`src/rtl/float_ci_pkg.sv`:
```
// Shared types and constants for the s2_* floating-point custom-instruction responder.
package float_ci_pkg;

  localparam int unsigned DATA_W   = 32;
  localparam int unsigned MAN_W    = 48;
  localparam int unsigned LZ_W     = 6;
  localparam int unsigned EXP_W    = 11;
  localparam int unsigned EXP_BIAS = 127;

  typedef enum logic [2:0] {
    FMUL = 3'd0,
    I2F  = 3'd1,
    F2I  = 3'd2
  } ci_op_t;

  typedef enum logic [2:0] {
    IDLE   = 3'd0,
    UNPACK = 3'd1,
    EXEC   = 3'd2,
    NORM   = 3'd3,
    PACK   = 3'd4
  } ci_state_t;

  localparam logic [DATA_W-1:0] QNAN    = 32'h7FC0_0000;
  localparam logic [DATA_W-1:0] POS_INF = 32'h7F80_0000;
  localparam logic [DATA_W-1:0] NEG_INF = 32'hFF80_0000;
  localparam logic [DATA_W-1:0] INT_MAX = 32'h7FFF_FFFF;
  localparam logic [DATA_W-1:0] INT_MIN = 32'h8000_0000;

  typedef struct packed {
    logic        sign;
    logic [7:0]  exp;
    logic [22:0] man;
  } fp_fields_t;

endpackage

```
`src/rtl/float_ci_unit_fp_normalize.sv`:
```
// Leading-zero count and left shift of a 48-bit mantissa, with guard/round/sticky below a 24-bit result.
module fp_normalize
  import float_ci_pkg::*;
(
  input  logic [MAN_W-1:0] man_i,
  output logic [LZ_W-1:0]  lz_o,
  output logic [MAN_W-1:0] man_o,
  output logic             guard_o,
  output logic             round_o,
  output logic             sticky_o
);

  // Highest set bit wins; an all-zero input shifts out completely.
  always_comb begin
    lz_o = LZ_W'(MAN_W);
    for (int i = 0; i < int'(MAN_W); i++) begin
      if (man_i[i]) lz_o = LZ_W'(int'(MAN_W) - 1 - i);
    end
  end

  assign man_o    = man_i << lz_o;
  assign guard_o  = man_o[MAN_W-25];
  assign round_o  = man_o[MAN_W-26];
  assign sticky_o = |man_o[MAN_W-27:0];

endmodule

```
`src/rtl/float_ci_unit.sv`:
```
// Multicycle int32->float, float*float and float->int32 responder for one gain FSM's s2_* bus.
module float_ci_unit
  import float_ci_pkg::*;
#(
  parameter int unsigned LATENCY = 4
) (
  input  logic              CLK,
  input  logic              RESET,
  input  logic              s2_clk_en,
  input  logic              s2_start,
  input  logic [2:0]        s2_n,
  input  logic [DATA_W-1:0] s2_dataa,
  input  logic [DATA_W-1:0] s2_datab,
  output logic              s2_done,
  output logic [DATA_W-1:0] s2_result
);

  // The packing stage is the LATENCY-th stage after IDLE.
  localparam ci_state_t LAST_ST = ci_state_t'(3'(LATENCY));

  ci_state_t         state_q, state_d;
  logic [2:0]        op_q, op_d;
  logic [DATA_W-1:0] a_q, a_d, b_q, b_d;
  logic              sign_q, sign_d;
  logic [EXP_W-1:0]  exp_q, exp_d;
  logic [MAN_W-1:0]  mant_q, mant_d;
  logic [23:0]       ma_q, ma_d, mb_q, mb_d;
  logic              spec_q, spec_d;
  logic [DATA_W-1:0] spec_val_q, spec_val_d;
  logic [2:0]        grs_q, grs_d;
  logic              done_q, done_d;
  logic [DATA_W-1:0] result_q, result_d;

  fp_fields_t fa, fb;
  assign fa = a_q;
  assign fb = b_q;

  logic              a_nan, a_inf, a_zero, b_nan, b_inf, b_zero;
  logic              fmul_sign, fmul_spec;
  logic [DATA_W-1:0] fmul_spec_val;
  logic [EXP_W-1:0]  fmul_exp;
  logic [DATA_W-1:0] i2f_mag;
  logic [4:0]        f2i_shamt;
  logic [DATA_W-1:0] f2i_mag, f2i_res;

  // Operand classification and the per-opcode setup values consumed in UNPACK.
  always_comb begin
    a_nan  = (fa.exp == 8'hFF) && (fa.man != '0);
    a_inf  = (fa.exp == 8'hFF) && (fa.man == '0);
    a_zero = (fa.exp == 8'h00);
    b_nan  = (fb.exp == 8'hFF) && (fb.man != '0);
    b_inf  = (fb.exp == 8'hFF) && (fb.man == '0);
    b_zero = (fb.exp == 8'h00);

    fmul_sign     = fa.sign ^ fb.sign;
    fmul_exp      = EXP_W'(fa.exp) + EXP_W'(fb.exp) - EXP_W'(EXP_BIAS - 1);
    fmul_spec     = 1'b1;
    fmul_spec_val = '0;
    if (a_nan || b_nan || (a_inf && b_zero) || (b_inf && a_zero)) begin
      fmul_spec_val = QNAN;
    end else if (a_inf || b_inf) begin
      fmul_spec_val = fmul_sign ? NEG_INF : POS_INF;
    end else if (a_zero || b_zero) begin
      fmul_spec_val = {fmul_sign, 31'b0};
    end else begin
      fmul_spec = 1'b0;
    end

    i2f_mag = a_q[31] ? (~a_q + 32'd1) : a_q;

    f2i_shamt = 5'(fa.exp - 8'(EXP_BIAS));
    if (f2i_shamt >= 5'd23) f2i_mag = 32'({1'b1, fa.man}) << (f2i_shamt - 5'd23);
    else                    f2i_mag = 32'({1'b1, fa.man}) >> (5'd23 - f2i_shamt);

    if (a_nan)                              f2i_res = INT_MIN;
    else if (fa.exp < 8'(EXP_BIAS))         f2i_res = '0;
    else if (fa.exp >= 8'(EXP_BIAS + 31))   f2i_res = fa.sign ? INT_MIN : INT_MAX;
    else                                    f2i_res = fa.sign ? (~f2i_mag + 32'd1) : f2i_mag;
  end

  logic [LZ_W-1:0]  norm_lz;
  logic [MAN_W-1:0] norm_man;
  logic             norm_g, norm_r, norm_s;

  fp_normalize u_norm (
    .man_i    (mant_q),
    .lz_o     (norm_lz),
    .man_o    (norm_man),
    .guard_o  (norm_g),
    .round_o  (norm_r),
    .sticky_o (norm_s)
  );

  logic              round_up, frac_carry;
  logic [22:0]       frac_rnd;
  logic [EXP_W-1:0]  exp_rnd;
  logic [DATA_W-1:0] packed_res;

  // Round to nearest-even on the normalised mantissa, then range-check the exponent.
  always_comb begin
    round_up                 = grs_q[2] & (grs_q[1] | grs_q[0] | mant_q[MAN_W-24]);
    {frac_carry, frac_rnd}   = {1'b0, mant_q[MAN_W-2:MAN_W-24]} + 24'(round_up);
    exp_rnd                  = exp_q + EXP_W'(frac_carry);
    if (!exp_rnd[EXP_W-1] && (exp_rnd >= EXP_W'(255))) begin
      packed_res = sign_q ? NEG_INF : POS_INF;
    end else if (exp_rnd[EXP_W-1] || (exp_rnd == '0)) begin
      packed_res = {sign_q, 31'b0};
    end else begin
      packed_res = {sign_q, exp_rnd[7:0], frac_rnd};
    end
  end

  // Next-state and datapath; everything holds while s2_clk_en is low.
  always_comb begin
    state_d    = state_q;
    op_d       = op_q;
    a_d        = a_q;
    b_d        = b_q;
    sign_d     = sign_q;
    exp_d      = exp_q;
    mant_d     = mant_q;
    ma_d       = ma_q;
    mb_d       = mb_q;
    spec_d     = spec_q;
    spec_val_d = spec_val_q;
    grs_d      = grs_q;
    done_d     = done_q;
    result_d   = result_q;
    if (s2_clk_en) begin
      done_d = 1'b0;
      unique case (state_q)
        IDLE: begin
          if (s2_start) begin
            state_d = UNPACK;
            op_d    = s2_n;
            a_d     = s2_dataa;
            b_d     = s2_datab;
          end
        end
        UNPACK: begin
          state_d    = EXEC;
          spec_d     = 1'b1;
          spec_val_d = '0;
          sign_d     = 1'b0;
          exp_d      = '0;
          mant_d     = '0;
          ma_d       = {1'b1, fa.man};
          mb_d       = {1'b1, fb.man};
          if (op_q == FMUL) begin
            spec_d     = fmul_spec;
            spec_val_d = fmul_spec_val;
            sign_d     = fmul_sign;
            exp_d      = fmul_exp;
          end else if (op_q == I2F) begin
            spec_d = (a_q == '0);
            sign_d = a_q[31];
            exp_d  = EXP_W'(EXP_BIAS + 31);
            mant_d = {i2f_mag, 16'b0};
          end else if (op_q == F2I) begin
            spec_val_d = f2i_res;
          end
        end
        EXEC: begin
          state_d = NORM;
          if (op_q == FMUL) mant_d = MAN_W'(ma_q) * MAN_W'(mb_q);
        end
        NORM: begin
          state_d = LAST_ST;
          mant_d  = norm_man;
          exp_d   = exp_q - EXP_W'(norm_lz);
          grs_d   = {norm_g, norm_r, norm_s};
        end
        LAST_ST: begin
          state_d  = IDLE;
          done_d   = 1'b1;
          result_d = spec_q ? spec_val_q : packed_res;
        end
        default: state_d = IDLE;
      endcase
    end
  end

  always_ff @(posedge CLK) begin
    if (RESET) begin
      state_q    <= IDLE;
      op_q       <= '0;
      a_q        <= '0;
      b_q        <= '0;
      sign_q     <= 1'b0;
      exp_q      <= '0;
      mant_q     <= '0;
      ma_q       <= '0;
      mb_q       <= '0;
      spec_q     <= 1'b0;
      spec_val_q <= '0;
      grs_q      <= '0;
      done_q     <= 1'b0;
      result_q   <= '0;
    end else begin
      state_q    <= state_d;
      op_q       <= op_d;
      a_q        <= a_d;
      b_q        <= b_d;
      sign_q     <= sign_d;
      exp_q      <= exp_d;
      mant_q     <= mant_d;
      ma_q       <= ma_d;
      mb_q       <= mb_d;
      spec_q     <= spec_d;
      spec_val_q <= spec_val_d;
      grs_q      <= grs_d;
      done_q     <= done_d;
      result_q   <= result_d;
    end
  end

  assign s2_done   = done_q;
  assign s2_result = result_q;

endmodule

```
`config.mk`:
```
export PLATFORM = sky130hd
export DESIGN_NAME = float_ci_unit
export DESIGN_NICKNAME = d
export VERILOG_FILES = /design/src/rtl/float_ci_pkg.sv /design/src/rtl/float_ci_unit_fp_normalize.sv /design/src/rtl/float_ci_unit.sv
export SDC_FILE = /design/constraint.sdc
export NUM_CORES = 2
export LEC_CHECK = 0
export CAP_MARGIN = 20
export CELL_PAD_IN_SITES_DETAIL_PLACEMENT = 0
export CELL_PAD_IN_SITES_GLOBAL_PLACEMENT = 2
export CORE_MARGIN = 2
export CORE_UTILIZATION = 37
export CTS_CLUSTER_SIZE = 12
export DETAILED_ROUTE_END_ITERATION = 8
export DONT_BUFFER_PORTS = 1
export GPL_TIMING_DRIVEN = 0
export PLACE_DENSITY = 0.88
export SYNTH_ARGS = -nofsm -noshare
export SYNTH_HDL_FRONTEND = slang
export SYNTH_SLANG_ARGS = --single-unit
```
`constraint.sdc`:
```
create_clock -name CLK -period 6.98 [get_ports CLK]
set_input_delay 0.349 -clock CLK [delete_from_list [all_inputs] [get_ports CLK]]
set_output_delay 0.349 -clock CLK [all_outputs]
set_load 0.05 [all_outputs]
```
* After elaboration in Yosys (flattened, before gate mapping)
Index checks and enable logic that the tools add are counted.
W data, S select, Z words.
** Operators by class
- Reductions and logical operators :: 34
- Shift-type cells :: 3
- Eq/ne operators :: 10
- Add/sub/neg operators :: 10
- Magnitude comparators :: 4
- Bitwise gates (word level) :: 6
- Multiply operators :: 1
- Mux-type cells :: 83
** Operator list (count)
- $mux W32 :: 17
- $mux W6 :: 32
- $mux W48 :: 3
- $pmux W48 S3 :: 1
- $mux W5 :: 16
- $add A32 B1 Y32 const B :: 2
- $not A32 Y32 :: 2
- $mul A24 B24 Y48 :: 1
- $shl A48 B6 Y48 :: 1
- $logic_not A23 Y1 :: 2
- $reduce_bool A23 Y1 :: 2
- $logic_not A32 Y1 :: 1
- $shl A24 B5 Y32 :: 1
- $shr A24 B5 Y32 :: 1
- $mux W31 :: 1
- $add A23 B1 Y24 :: 1
- $pmux W11 S2 :: 1
- $reduce_or A22 Y1 :: 1
- $eq A8 B8 Y1 const B :: 2
- $logic_not A8 Y1 :: 2
- $pmux W3 S4 :: 1
- $add A11 B1 Y11 :: 1
- $ge A11 B8 Y1 const B :: 1
- $logic_not A11 Y1 :: 1
- other kinds (27) :: 57
** Storage, ports and cells
- Input bits :: 71
- Logic and storage cells :: 165
- Output and inout bits :: 33
- Flip-flop bits (word level) :: 247

* Depth between registers and ports, before layout
- Word-level depth :: 50
- Depth in mapped cells :: 29

* Modules after synthesis
From an unflattened synthesis, not the netlist that was laid out.
** Second synthesis, totals
- Cell total of the unflattened synthesis :: 4751
- Area total of the unflattened synthesis :: 38313.0 um2
** By module, submodules not included
- float_ci_unit :: area an instance 34957.3 um2, cells each 4244, instances 1, sequential area each 4924.7 um2
- fp_normalize :: area an instance 3355.7 um2, cells each 507, instances 1, sequential area each 0.0 um2

* Worst setup path before layout
OpenSTA, ideal clock, no wires.
- Path type :: register -> register
- Start point :: register mb_q[3]
- End point :: register mant_q[42]
- Data arrival time :: 6945 ps
- Setup time :: 122 ps
- Clock period less this slack :: 7067 ps
- Data required time :: 6858 ps
- Slack :: -87 ps
- Stages on the path, launching flop included :: 27
- Cell sequence :: dfxtp_1 > clkbuf_1 > clkbuf_1 > nand2_1 > fa_1 > inv_1 > fa_1 > fa_1 > inv_1 > fa_1 > fa_1 > inv_1 > fa_1 > fa_1 > ha_1 > o21a_1 > o21ai_0 > a21oi_1 > o2111ai_1 > a2bb2oi_1 > o221ai_1 > a21oi_1 > a221oi_1 > o21ai_0 > a21oi_1 > xnor2_1 > a311o_1
** Between the ends
- Longest elaborated chain between the ends :: 3
** RTL lines
- start, declared :: RTL line float_ci_unit.sv:27 : logic [23:0] ma_q, ma_d, mb_q, mb_d;
- start signal, assigned :: RTL line float_ci_unit.sv:208 : mb_q <= mb_d;
- $mul A24 B24 Y48 :: RTL line float_ci_unit.sv:165 : if (op_q == FMUL) mant_d = MAN_W'(ma_q) * MAN_W'(mb_q);
- $mux W48 :: RTL line float_ci_unit.sv:165
- $pmux W48 S3 :: RTL line float_ci_unit.sv:131 : unique case (state_q)
- end signal, assigned :: RTL line float_ci_unit.sv:206 : mant_q <= mant_d;
- end, declared :: RTL line float_ci_unit.sv:26 : logic [MAN_W-1:0] mant_q, mant_d;
No other way between the ends. The select of a mux whose other input is x is not followed.
A chain may end at the register's enable or synchronous reset.

* Final worst setup path
- Start point :: register mb_q[11]
- End point :: register mant_q[46]
Same word-level chain as after synthesis.

==> results.sh <==
export IMPL_reg2reg_slack_ps=-260
export IMPL_fp_coreArea_sq_mm=0.102
export IMPL_grt_max_degree=15
export IMPL_finClkSkew_ps=57.7
export IMPL_die_y_microns=325
export IMPL_slew_viol_final=0
export IMPL_viasPerCell=5.88
export IMPL_worstSetupStartpoint="mb_q[11]$_SDFFE_PP0P_"
export IMPL_syn_to_final_growth_pct=16.0
export IMPL_synth_area_sq_mm=0.0381
export IMPL_clk_insertion_delay_late_ps=630
export IMPL_hold_viol_final=0
export IMPL_tritoncts="yes"
export IMPL_cts_num_sinks=246
export IMPL_drv_cap=0
export IMPL_critPathLaunchType="register"
export IMPL_grt_setup_unrepaired="true"
export IMPL_worstSetupEndpointType="register"
export IMPL_synth_seq_cells=246
export IMPL_crit_required_ps=7410
export IMPL_slew_headroom=0.130
export IMPL_yosysSeqAreaShare=0.129
export IMPL_dr_pass1_iters=7
export IMPL_ys_types=100
export IMPL_ioPinCount=104
export IMPL_endpoint="mant_q[46]$_SDFFE_PP0P_"
export IMPL_clock_path_buffers=3
export IMPL_cts_root_buf="clkbuf_16"
export IMPL_synth_edff_count=0
export IMPL_r2r_cells=27
export IMPL_dp_hpwl_microns=133000
export IMPL_grt_use_total=0.313
export IMPL_drt_total_wl_microns=169000
export IMPL_synthCells=4804
export IMPL_layout_min_cycle_time_ps=7240
export IMPL_worst_slew_pin_transition_ps=1300
export IMPL_antenna_found_initial=12
export IMPL_setup_viol=12
export IMPL_gr_total_overflow=0
export IMPL_synth_area_per_cell_sq_um=7.93
export IMPL_grt_pass1_vias=36751
export IMPL_wl_per_cell_microns=26.5
export IMPL_start_util=0.374
export IMPL_setup_slack_ps=-258
export IMPL_async_flop_share=0
export IMPL_yosysWarnings=0
export IMPL_synth_nets=5568
export IMPL_vias=37614
export IMPL_placed_area_sq_mm=0.0398
export IMPL_layout_worst_path_cycle_share=1.04
export IMPL_synth_top_flop_cell="dfxtp_1"
export IMPL_die_width_microns=325
export IMPL_setup_worst_path_class="reg2reg"
export IMPL_instances_no_fill=6395
export IMPL_final_antenna_net_count=0
export IMPL_ir_drop_mv=0.201
export IMPL_port_buffers=0
export IMPL_htree_num_levels=1
export IMPL_hold_class="in2reg"
export IMPL_rows=117
export IMPL_fmax_mhz=138
export IMPL_slowest_delay_ps=550
export IMPL_gp_congestion=0.997
export IMPL_grt_pass1_wl_microns=249000
export IMPL_crit_fanout=4
export IMPL_dr_first_iter_drc_count=4047
export IMPL_post_route_drc_count=0
export IMPL_die_area_sq_mm=0.106
export IMPL_leakagePower_nw=18.4
export IMPL_violations="setup timing"
export IMPL_nets=5760
export IMPL_place_worst_setup_slack_ps=-1990
export IMPL_slowest_stage="fa_2"
export IMPL_r2r_end="mant_q[46]$_SDFFE_PP0P_"
export IMPL_rr_startpoint="mb_q[11]$_SDFFE_PP0P_"
export IMPL_cts_buffers_inserted=31
export IMPL_cts_reportedPaths_clkPinSlew_ps=60
export IMPL_place_inst=6173
export IMPL_status="complete, but fails checks"
export IMPL_cp_arrival_ps=7670
export IMPL_fillCellCount=10498
export IMPL_final_layout_size_suffix_gt1_frac=0.107
export IMPL_power_density_mw_per_mm2=150
export IMPL_design_area_sq_mm=0.0442
-- metal layers --
| metal | track usage | share of wire |
|---|---|---|
| met1 | 0.428 | 0.42 |
| met2 | 0.496 | 0.45 |
| met3 | 0.0489 | 0.088 |
| met4 | 0.121 | 0.048 |
| met5 | 0 | 0.000077 |
-- critical path, delay by kind of cell, from the launching register on --
family                     cells  cell delay (ps)
AOI/OAI and AO/OA              9             1780
adders and majority gates      8             3700
buffers and inverters          7              620
DFF                            1              430
muxes                          1              320
and+or+nand+nor                2              230
-- per-stage QoR --
stage                     utilization  setup TNS (ps)  power [mW]  hold slack [ps]
after floorplan                     -               0        3.44              425
after CTS                       0.429            -357        6.43             23.6
after global placement          0.391          -38360        4.74              455
after detailed placement        0.391          -37390        4.70              457
final                           0.433           -1440        6.61             41.7
after global routing            0.433           -4730        6.77              127
-- synthesized netlist by cell type (15+ instances only) --
master,count,area share
nand3_1,54,0.0071
mux4_2,23,0.014
o22ai_1,26,0.0043
clkbuf_1,320,0.032
or3_1,15,0.0025
and3_1,25,0.0041
o31ai_1,29,0.0057
and2_1,209,0.034
a21oi_1,280,0.037
a221oi_1,85,0.020
buf_1,17,0.0017
o21a_1,18,0.0035
ha_1,209,0.069
mux4_1,16,0.011
a31oi_1,29,0.0048
inv_1,547,0.054
dfxtp_1,246,0.13
mux2_2,26,0.0077
nand4_1,22,0.0036
o211ai_1,63,0.012
a21o_1,56,0.011
xor2_1,48,0.011
a211oi_1,77,0.015
buf_2,16,0.0021
nand2b_1,35,0.0057
nor3_1,113,0.015
xnor2_1,90,0.021
mux2i_1,49,0.013
o21ai_0,132,0.017
nor2_1,276,0.027
nand2_1,879,0.087
nor4_1,32,0.0053
fa_1,484,0.25
-- layout make-up --
type	count	area, sq um	area share
inverters	553	2080	0.0470
clock buffers	42	867	0.0196
repair buffers	177	1520	0.0344
clock inverters	13	159	0.00360
diodes	9	22.5	0.000510
multi-input cells	3624	30200	0.684
flip-flops and latches	246	5070	0.115
plain buffers	363	2520	0.0571
well taps	1368	1710	0.0388
-- how the worst min path moves through the flow --
stage                                start                           to  slack, ps  cells past startpoint
2_1_floorplan  spec_val_q[10]$_SDFFE_PP0P_  spec_val_q[10]$_SDFFE_PP0P_        430                      2
3_5_place_dp           sign_q$_SDFFE_PP0P_          sign_q$_SDFFE_PP0P_        460                      2
3_3_place_gp           sign_q$_SDFFE_PP0P_          sign_q$_SDFFE_PP0P_        460                      2
4_1_cts                           s2_start      state_q[0]$_SDFFE_PP0P_         20                      4
5_1_grt                           s2_start      state_q[0]$_SDFFE_PP0P_        130                      4
6_report                          s2_start      state_q[0]$_SDFFE_PP0P_         40                      4
-- sequential cells by signal, indices dropped and copies added, names as in the netlist, 11 cells and up --
signal and cells:
a_q 32, b_q 32, exp_q 11, ma_q 24
mant_q 48, mb_q 23, s2_result 32, spec_val_q 32
-- power by group --
group	leakage [nW]	internal, mW	switching [mW]
combinational	15.9	0.907	2.49
sequential	2.03	1.45	0.0692
clock	0.508	0.978	0.721
total	18.4	3.33	3.28
-- kinds of logic after synthesis --
| family | synth area share |
|---|---|
| AND/OR/NAND/NOR | 0.202 |
| buffers and inverters | 0.0973 |
| XOR/XNOR | 0.0325 |
| adder cells (fa/ha/maj) | 0.323 |
| AO/OA/AOI/OAI | 0.170 |
| flip-flops | 0.129 |
| multiplexers | 0.0452 |
-- cells in the final DEF (no fill, tap or decap), types with 15 or more instances in the layout --
cell type,synthesis,routed
nand2_1,879,867
inv_1,547,538
fa_1,484,475
nor2_1,276,276
a21oi_1,280,267
clkbuf_1,320,216
and2_1,209,209
dfxtp_1,246,201
ha_1,209,197
o21ai_0,132,126
buf_4,11,116
nor3_1,113,113
xnor2_1,90,80
a221oi_1,85,76
a211oi_1,77,72
dlygate4sd3_1,0,67
o211ai_1,63,63
clkbuf_16,0,58
a21o_1,56,56
nand3_1,54,53
xor2_1,48,46
mux2i_1,49,46
dfxtp_4,0,37
nand2b_1,35,35
clkbuf_8,0,34
nor4_1,32,30
o31ai_1,29,27
mux2_2,26,26
o22ai_1,26,25
a31oi_1,29,25
and3_1,25,25
mux4_2,23,23
nand4_1,22,22
buf_2,16,21
clkbuf_4,4,20
o21a_1,18,18
buf_1,17,17
buf_6,10,16
mux4_1,16,16
or3_1,15,15
-- what timing repair did --
action                     CTS  global route
hold buffers                67             0
setup endpoints to repair   34            29
pin swaps                   50            40
hold endpoints to repair    67             0
setup buffers               98             9
resized for setup          416            75
gates cloned                 1             0
Note: power is estimated with default switching activity, not from simulation.
